==> src/rtl/pass_sequence_gen.sv <==
// Two-beam pass-sequence generator: plays the four-phase {D1,D2} pattern of an
// object crossing two beams, with abort/unwind and a shadow net pass count.
module pass_sequence_gen #(
  parameter int unsigned PHASE_CYCLES = 4,
  parameter int unsigned CW           = 8
) (
  input  logic       Clk,
  input  logic       Rst,
  input  logic       Start,
  input  logic       Dir,
  input  logic       Abort,
  output logic       Ready,
  output logic       D1,
  output logic       D2,
  output logic       Done,
  output logic       Abtd,
  output logic [2:0] Net
);

  typedef enum logic [1:0] {
    S_IDLE,
    S_RUN,
    S_GAP,
    S_UNWIND
  } state_e;

  state_e        state_q, state_d;
  logic [1:0]    idx_q, idx_d;
  logic [CW-1:0] dc_q, dc_d;
  logic          dir_q, dir_d;
  logic          d1_q, d2_q;
  logic [1:0]    code_d;
  logic          done_q, done_d;
  logic          abtd_q, abtd_d;
  logic [2:0]    net_q, net_d;
  logic          dwell_end;

  // Forward table 00,10,11,01; the reverse table is the same with D1/D2 swapped.
  function automatic logic [1:0] phase_code(input logic [1:0] idx, input logic dir);
    logic [1:0] fwd;
    unique case (idx)
      2'd0:    fwd = 2'b00;
      2'd1:    fwd = 2'b10;
      2'd2:    fwd = 2'b11;
      default: fwd = 2'b01;
    endcase
    return dir ? {fwd[0], fwd[1]} : fwd;
  endfunction

  assign dwell_end = (dc_q == CW'(PHASE_CYCLES - 1));

  always_comb begin
    state_d = state_q;
    idx_d   = idx_q;
    dir_d   = dir_q;
    dc_d    = dc_q + 1'b1;
    done_d  = 1'b0;
    abtd_d  = 1'b0;
    net_d   = net_q;
    unique case (state_q)
      S_IDLE: begin
        dc_d = '0;
        if (Start) begin
          state_d = S_RUN;
          idx_d   = 2'd1;
          dir_d   = Dir;
        end
      end
      S_RUN: begin
        // Abort takes priority over a coincident dwell end.
        if (Abort) begin
          state_d = S_UNWIND;
          idx_d   = idx_q - 2'd1;
          dc_d    = '0;
        end else if (dwell_end) begin
          dc_d = '0;
          if (idx_q == 2'd3) begin
            state_d = S_GAP;
            idx_d   = 2'd0;
          end else begin
            idx_d = idx_q + 2'd1;
          end
        end
      end
      S_GAP: begin
        if (dwell_end) begin
          state_d = S_IDLE;
          dc_d    = '0;
          done_d  = 1'b1;
          net_d   = dir_q ? net_q - 3'd1 : net_q + 3'd1;
        end
      end
      S_UNWIND: begin
        if (dwell_end) begin
          dc_d = '0;
          if (idx_q == 2'd0) begin
            state_d = S_IDLE;
            abtd_d  = 1'b1;
          end else begin
            idx_d = idx_q - 2'd1;
          end
        end
      end
      default: begin
        state_d = S_IDLE;
        idx_d   = 2'd0;
        dc_d    = '0;
      end
    endcase
    code_d = phase_code(idx_d, dir_d);
  end

  always_ff @(posedge Clk) begin
    if (Rst) begin
      state_q <= S_IDLE;
      idx_q   <= 2'd0;
      dc_q    <= '0;
      dir_q   <= 1'b0;
      d1_q    <= 1'b0;
      d2_q    <= 1'b0;
      done_q  <= 1'b0;
      abtd_q  <= 1'b0;
      net_q   <= '0;
    end else begin
      state_q <= state_d;
      idx_q   <= idx_d;
      dc_q    <= dc_d;
      dir_q   <= dir_d;
      d1_q    <= code_d[1];
      d2_q    <= code_d[0];
      done_q  <= done_d;
      abtd_q  <= abtd_d;
      net_q   <= net_d;
    end
  end

  assign Ready = (state_q == S_IDLE);
  assign D1    = d1_q;
  assign D2    = d2_q;
  assign Done  = done_q;
  assign Abtd  = abtd_q;
  assign Net   = net_q;

endmodule

==> config.mk <==
export PLATFORM = sky130hd
export DESIGN_NAME = pass_sequence_gen
export DESIGN_NICKNAME = d
export VERILOG_FILES = /design/src/rtl/pass_sequence_gen.sv
export SDC_FILE = /design/constraint.sdc
export NUM_CORES = 1
export LEC_CHECK = 0
export ABC_AREA = 0
export CAP_MARGIN = 15
export CORE_UTILIZATION = 51
export CTS_BUF_LIST = sky130_fd_sc_hd__clkbuf_4 sky130_fd_sc_hd__clkbuf_8
export DETAILED_ROUTE_END_ITERATION = 16
export GPL_ROUTABILITY_DRIVEN = 0
export PLACE_DENSITY = 0.79
export RECOVER_POWER = 100
export SLEW_MARGIN = 20
export SYNTH_ARGS = -nofsm -noshare
export SYNTH_HDL_FRONTEND = slang
export SYNTH_SLANG_ARGS = --single-unit
==> constraint.sdc <==
create_clock -name Clk -period 2.2 [get_ports Clk]
set_input_delay 0.44 -clock Clk [delete_from_list [all_inputs] [get_ports Clk]]
set_output_delay 0.44 -clock Clk [all_outputs]
set_load 0.01 [all_outputs]
Word-level counts from Yosys, hierarchy flattened. Cells that the tools add are included.

Reduce and logical (&&, ||, !) cells: 8. Mux-type cells: 25. Bitwise logic cells: 3. Eq/ne operators: 13. Add/subtract/negate cells: 5.

Operators with widths (number): 2-to-1 mux 2 bit (14); one-hot mux 8 bit (3 select lines) (1); 2-to-1 mux 8 bit (2); one-hot mux 2 bit (3 select lines) (2); adder 8 x 1 -> 8 bit, second input constant (1); == test 2 bit, second input constant (4); == test 8 x 2 -> 1 bit, second input constant (1); inequality test 2 bit, second input constant (4); one-hot mux 2 bit (4 select lines) (1); logical NOT 2 bit (3); inequality test 3 bit, second input constant (2); AND reduction 6 bit (1); == test 2 x 1 -> 1 bit, second input constant (2); 2-to-1 mux 1 bit (4); OR reduction 2 bit (2); adder 3 x 1 -> 3 bit, second input constant (1); 2-to-1 mux 3 bit (1); inverter 1 bit (3); OR reduction 3 bit (1); subtractor 3 x 1 -> 3 bit, second input constant (1); adder 2 x 1 -> 2 bit, second input constant (1); AND reduction 2 bit (1); subtractor 2 x 1 -> 2 bit, second input constant (1).

Register bits after elaboration: 20. Output and inout port bits: 8. Bits of input ports: 5.

Depth between registers and ports, before layout.
Depth after elaboration: 8. Gate-level depth with buffers: 9.

Worst setup path after synthesis. Ideal clock, no wire load.

Kind: flip-flop to flip-flop. Start: reg dc_q[0]. End: reg d2_q (netlist: D2). Buffers on the path: 0. Cell stages (with the launch flop): 9. Slack: -18 ps. Data required time: 2112 ps. Clock period less this slack: 2218 ps. Arrival: 2130 ps. Cells stage by stage: dfxtp_1 > ha_1 > or4b_4 > o21ai_0 > a31o_2 > nand2_1 > ha_1 > nor2b_1 > a311oi_2.

Longest elaborated chain between the ends: 7. Elaborated cells on any way between the ends: 10.

RTL lines: start: declaration (RTL line 29) `logic [CW-1:0] dc_q, dc_d;`; start signal: assignment (RTL line 117) `dc_q <= '0;`; start signal: assignment (RTL line 127) `dc_q <= dc_d;`; == test 8 x 2 -> 1 bit * (RTL line 50) `assign dwell_end = (dc_q == CW'(PHASE_CYCLES - 1));`; 2-to-1 mux 2 bit (RTL line 75) `end else if (dwell_end) begin`; 2-to-1 mux 2 bit (RTL line 71) `if (Abort) begin`; one-hot mux 2 bit (3 select lines) * (RTL line 60) `unique case (state_q)`; net idx_d[1] (RTL line 28) `logic [1:0] idx_q, idx_d;`; == test 2 bit (tied with other cells) (RTL line 41) `unique case (idx)`; one-hot mux 2 bit (3 select lines) * (RTL line 41); 2-to-1 mux 2 bit * (RTL line 47) `return dir ? {fwd[0], fwd[1]} : fwd;`; end signal: assignment (RTL line 130) `d2_q <= code_d[0];`; end: declaration (RTL line 31) `logic d1_q, d2_q;`.

Mark *: on every way through the listed nets, which the timed path passes. The rest lies on a longest branch. A chain may end at the register's enable or synchronous reset.

Worst setup path in the final report.
Start: in Start. End: reg d1_q (netlist: D1).

Longest elaborated chain between the ends: 5. Elaborated cells on any way between the ends: 9.

RTL lines: start: declaration (RTL line 9) `input logic Start,`; 2-to-1 mux 2 bit (RTL line 63) `if (Start) begin`; one-hot mux 2 bit (3 select lines) (RTL line 60); == test 2 bit (tied with other cells) (RTL line 41); one-hot mux 2 bit (3 select lines) (RTL line 41); 2-to-1 mux 2 bit * (RTL line 47); end signal: assignment (RTL line 129) `d1_q <= code_d[1];`; end: declaration (RTL line 31).

Every way passes the cells marked *; elsewhere a longest branch is shown, timed or not.

==> impl_metrics.xml <==
<?xml version="1.0" encoding="UTF-8"?>
<metrics>
  <group name="sta">
    <metric name="setup-tns-final" unit="ps">0</metric>
    <metric name="post-route-period-util" unit="%">95.4</metric>
    <metric name="post-route-min-period" unit="ps">2100</metric>
    <metric name="rsz0062_at_grt" unit="">no</metric>
    <metric name="hold_violations" unit="">0</metric>
    <metric name="slew_limit_headroom" unit="%">70.6</metric>
    <metric name="clock.fmax" unit="MHz">476</metric>
    <metric name="hold-worst-slack" unit="ps">494</metric>
    <metric name="drv_slew" unit="">0</metric>
    <metric name="max_slew.worst_pin.slew" unit="ps">441</metric>
    <metric name="fin_worst_skew" unit="ps">3.67</metric>
    <metric name="report.final.setup_viol" unit="">0</metric>
  </group>
  <group name="synthesis">
    <metric name="post_synth_xor_area_fraction" unit="%">6.56</metric>
    <metric name="synth_mux_area_share" unit="%">0</metric>
    <metric name="synthCells" unit="">124</metric>
    <metric name="synthAdderAreaFrac" unit="%">8.90</metric>
    <metric name="synth_area_per_cell" unit="um2">8.62</metric>
    <metric name="post_synth_num_cell_types" unit="">36</metric>
    <metric name="synth_simple_gate_area_share" unit="%">27.0</metric>
    <metric name="synth_area" unit="um2">1070</metric>
    <metric name="synthesis.nets" unit="">136</metric>
    <metric name="yosys_warnings" unit="">0</metric>
    <metric name="combinational_family_with_the_most_area_after_synthesis" unit="">simple AND/OR/NAND/NOR gates</metric>
    <metric name="complex_gate_fraction_of_the_synthesized_area" unit="%">15.7</metric>
    <metric name="seq_area_frac_synth" unit="%">37.5</metric>
    <metric name="ys_ff_latch" unit="">20</metric>
  </group>
  <group name="placed_design">
    <metric name="detailedPlacementHpwl" unit="um">1780</metric>
    <metric name="postPlaceCellArea" unit="um2">1290</metric>
    <metric name="port_buffers" unit="">12</metric>
  </group>
  <group name="die">
    <metric name="core" unit="um2">1960</metric>
    <metric name="num_rows" unit="">16</metric>
    <metric name="die_w" unit="um">47.8</metric>
    <metric name="ios" unit="">13</metric>
    <metric name="die_area" unit="um2">2280</metric>
    <metric name="floorplan.initialDensity" unit="%">54.5</metric>
    <metric name="die-height" unit="um">47.8</metric>
  </group>
  <group name="clocking">
    <metric name="clk_path_buf_depth" unit="">2</metric>
    <metric name="cts_tree" unit="">built</metric>
    <metric name="post_cts_hold_buffer_count" unit="">0</metric>
    <metric name="numCtsBuffers" unit="">3</metric>
    <metric name="clock_sinks" unit="">20</metric>
    <metric name="htree_levels" unit="">1</metric>
    <metric name="clk_latency" unit="ps">300</metric>
    <metric name="cts-root-buf" unit="">sky130_fd_sc_hd__clkbuf_4</metric>
    <metric name="cts.clk_slew.worst_paths" unit="ps">110</metric>
  </group>
  <group name="critical_path">
    <metric name="crit_type" unit="">input pin to register</metric>
    <metric name="cp.required" unit="ps">2390</metric>
    <metric name="timing.critical_path.arrival" unit="ps">2290</metric>
    <metric name="critical_path.endpoint_type" unit="">register</metric>
    <metric name="critPathMaxFanout" unit="">2</metric>
    <metric name="timing.critical_path.from_type" unit="">input pin</metric>
  </group>
  <group name="pwr">
    <metric name="vdd_ir_drop_max" unit="uV">489</metric>
    <metric name="post-layout-total-power" unit="uW">734</metric>
    <metric name="power_density_cells" unit="nW/um2">535</metric>
    <metric name="leakagePower" unit="uW">0.000534</metric>
  </group>
  <group name="final_layout">
    <metric name="final_layout_size_suffix_gt1_share" unit="%">20.8</metric>
    <metric name="fin_util" unit="%">69.9</metric>
    <metric name="design_area" unit="um2">1370</metric>
    <metric name="most_common_cell_after_layout_fill_and_taps_aside" unit="">sky130_fd_sc_hd__nor2_1</metric>
    <metric name="area.growth.synth_to_final" unit="%">28.3</metric>
    <metric name="final_net_count" unit="">163</metric>
    <metric name="top_library_cells_by_usage_in_the_layout_fill_and_taps_aside" unit="">22 x sky130_fd_sc_hd__nor2_1, 18 x sky130_fd_sc_hd__dfxtp_1, 11 x sky130_fd_sc_hd__buf_4, 9 x sky130_fd_sc_hd__inv_1</metric>
    <metric name="diodes" unit="">0</metric>
  </group>
  <group name="drt">
    <metric name="drt-vias-per-instance" unit="">5.57</metric>
    <metric name="routed-via-count" unit="">980</metric>
    <metric name="drt_first_pass_iters" unit="">4</metric>
    <metric name="dr.first_iter.drc_count" unit="">19</metric>
    <metric name="wl_per_cell" unit="um">13.7</metric>
    <metric name="finalWirelength" unit="um">2400</metric>
    <metric name="final_antenna_net_count" unit="">0</metric>
    <metric name="remaining_drc_errors" unit="">0</metric>
  </group>
  <group name="global_route">
    <metric name="wire_length_of_the_first_global_routing_pass" unit="um">3730</metric>
    <metric name="gr-total-overflow" unit="">0</metric>
    <metric name="number_of_global_route_vias_before_repair" unit="">847</metric>
    <metric name="antenna_found_initial" unit="">0</metric>
    <metric name="grt_start_max_net_pins" unit="">15</metric>
    <metric name="groute.usage.overall" unit="%">24.1</metric>
  </group>
  <group name="hold_path">
    <metric name="class_of_the_tightest_hold_or_removal_check" unit="">register to register</metric>
  </group>
  <group name="run_status">
    <metric name="run_status" unit="">finished clean</metric>
  </group>
  <group name="flow_run">
    <metric name="drv_cap" unit="">0</metric>
  </group>
</metrics>
==> critical path, stage by stage <==
cell                              delay, ps
sky130_fd_sc_hd__clkdlybuf4s50_1        470
sky130_fd_sc_hd__nor3b_1                300
sky130_fd_sc_hd__a21oi_2                 50
sky130_fd_sc_hd__o311a_1                410
sky130_fd_sc_hd__buf_4                  160
sky130_fd_sc_hd__a21o_1                 170
sky130_fd_sc_hd__a221oi_1               290
==> sequential cells by signal, indices dropped and copies added, names as in the netlist <==
name	flops
idx_q	2
dir_q	1
Done	1
state_q	2
D2	1
D1	1
Net	3
Abtd	1
dc_q	8
==> per-stage QoR <==
| step | std cells | setup slack (ps) |
|---|---|---|
| finish | 176 | 101 |
| CTS | 175 | 35.1 |
| detailed placement | 171 | -151 |
| global route | 176 | 16.1 |
| floorplan | 124 | 1.48 |
| global placement | 171 | -69.0 |
==> what timing repair did <==
item,in CTS,in global routing
pin swaps,3,3
resized for setup,6,4
setup buffers,1,1
endpoints found under the setup margin,2,2
cloned,0,0
==> per-layer routing <==
| metal | part of all wire [%] | vias to the layer above | global-route usage (%) |
|---|---|---|---|
| met5 | 0 | - | 0 |
| met4 | 3.0 | 0 | 12.2 |
| met3 | 7.4 | 8 | 6.04 |
| met2 | 47 | 39 | 34.9 |
| met1 | 42 | 442 | 33.3 |
| li1 | - | 491 | - |
==> synthesized netlist by cell type, drive strengths merged <==
cell / count / area [um2]
a211oi: 3 / 22.5
a21o: 2 / 15.0
a21oi: 9 / 48.8
a221oi: 1 / 8.76
a311oi: 2 / 23.8
a31o: 1 / 8.76
a31oi: 1 / 6.26
and2: 1 / 6.26
and3: 2 / 13.8
buf: 1 / 5.00
clkbuf: 2 / 7.51
dfxtp: 20 / 400
fa: 1 / 20.0
ha: 6 / 75.1
inv: 9 / 33.8
nand2: 6 / 22.5
nand3: 8 / 40.0
nand4: 1 / 6.26
nor2: 22 / 82.6
nor2b: 2 / 12.5
nor3: 4 / 25.0
nor3b: 2 / 20.0
nor4b: 1 / 23.8
nor4bb: 1 / 10.0
o21ai: 3 / 15.0
o221ai: 1 / 8.76
o311a: 1 / 10.0
or3: 2 / 12.5
or4b: 1 / 13.8
xnor2: 2 / 17.5
xor2: 6 / 52.6
==> layout make-up <==
cell class / instances / area (um2)
multi-input combinational: 92 / 664
fill: 169 / 591
sequential: 20 / 403
timing repair buffer: 25 / 214
inverter: 9 / 33.8
tap: 27 / 33.8
clock buffer: 3 / 22.5
==> worst paths after layout <==
kind         startpoint  endpoint  slack (ps)  cells after the start
max               Start        D1         100                      7
min              Net[2]    Net[2]         490                      2
max reg2reg     dc_q[0]        D1         110                      8
min reg2reg      Net[2]    Net[2]         490                      2
==> report_power, final <==
part,internal (uW),total [uW],leakage (uW),switching [uW]
Combinational,81.9,158,0.000357,76.5
Sequential,379,403,0.000164,24.5
Clock,63.8,172,0.0000138,108
Total,525,734,0.000534,209
==> cells by family (layout without fill, tap and decap cells) <==
kind of cell / count (synthesis) / in the layout
AOI/OAI and AO/OA: 24 / 24
xor gates and xnor gates: 8 / 8
adders and majority gates: 7 / 7
buffers and inverters: 12 / 37
DFF: 20 / 20
and+or+nand+nor: 53 / 53
(Power assumes the default switching activity.)
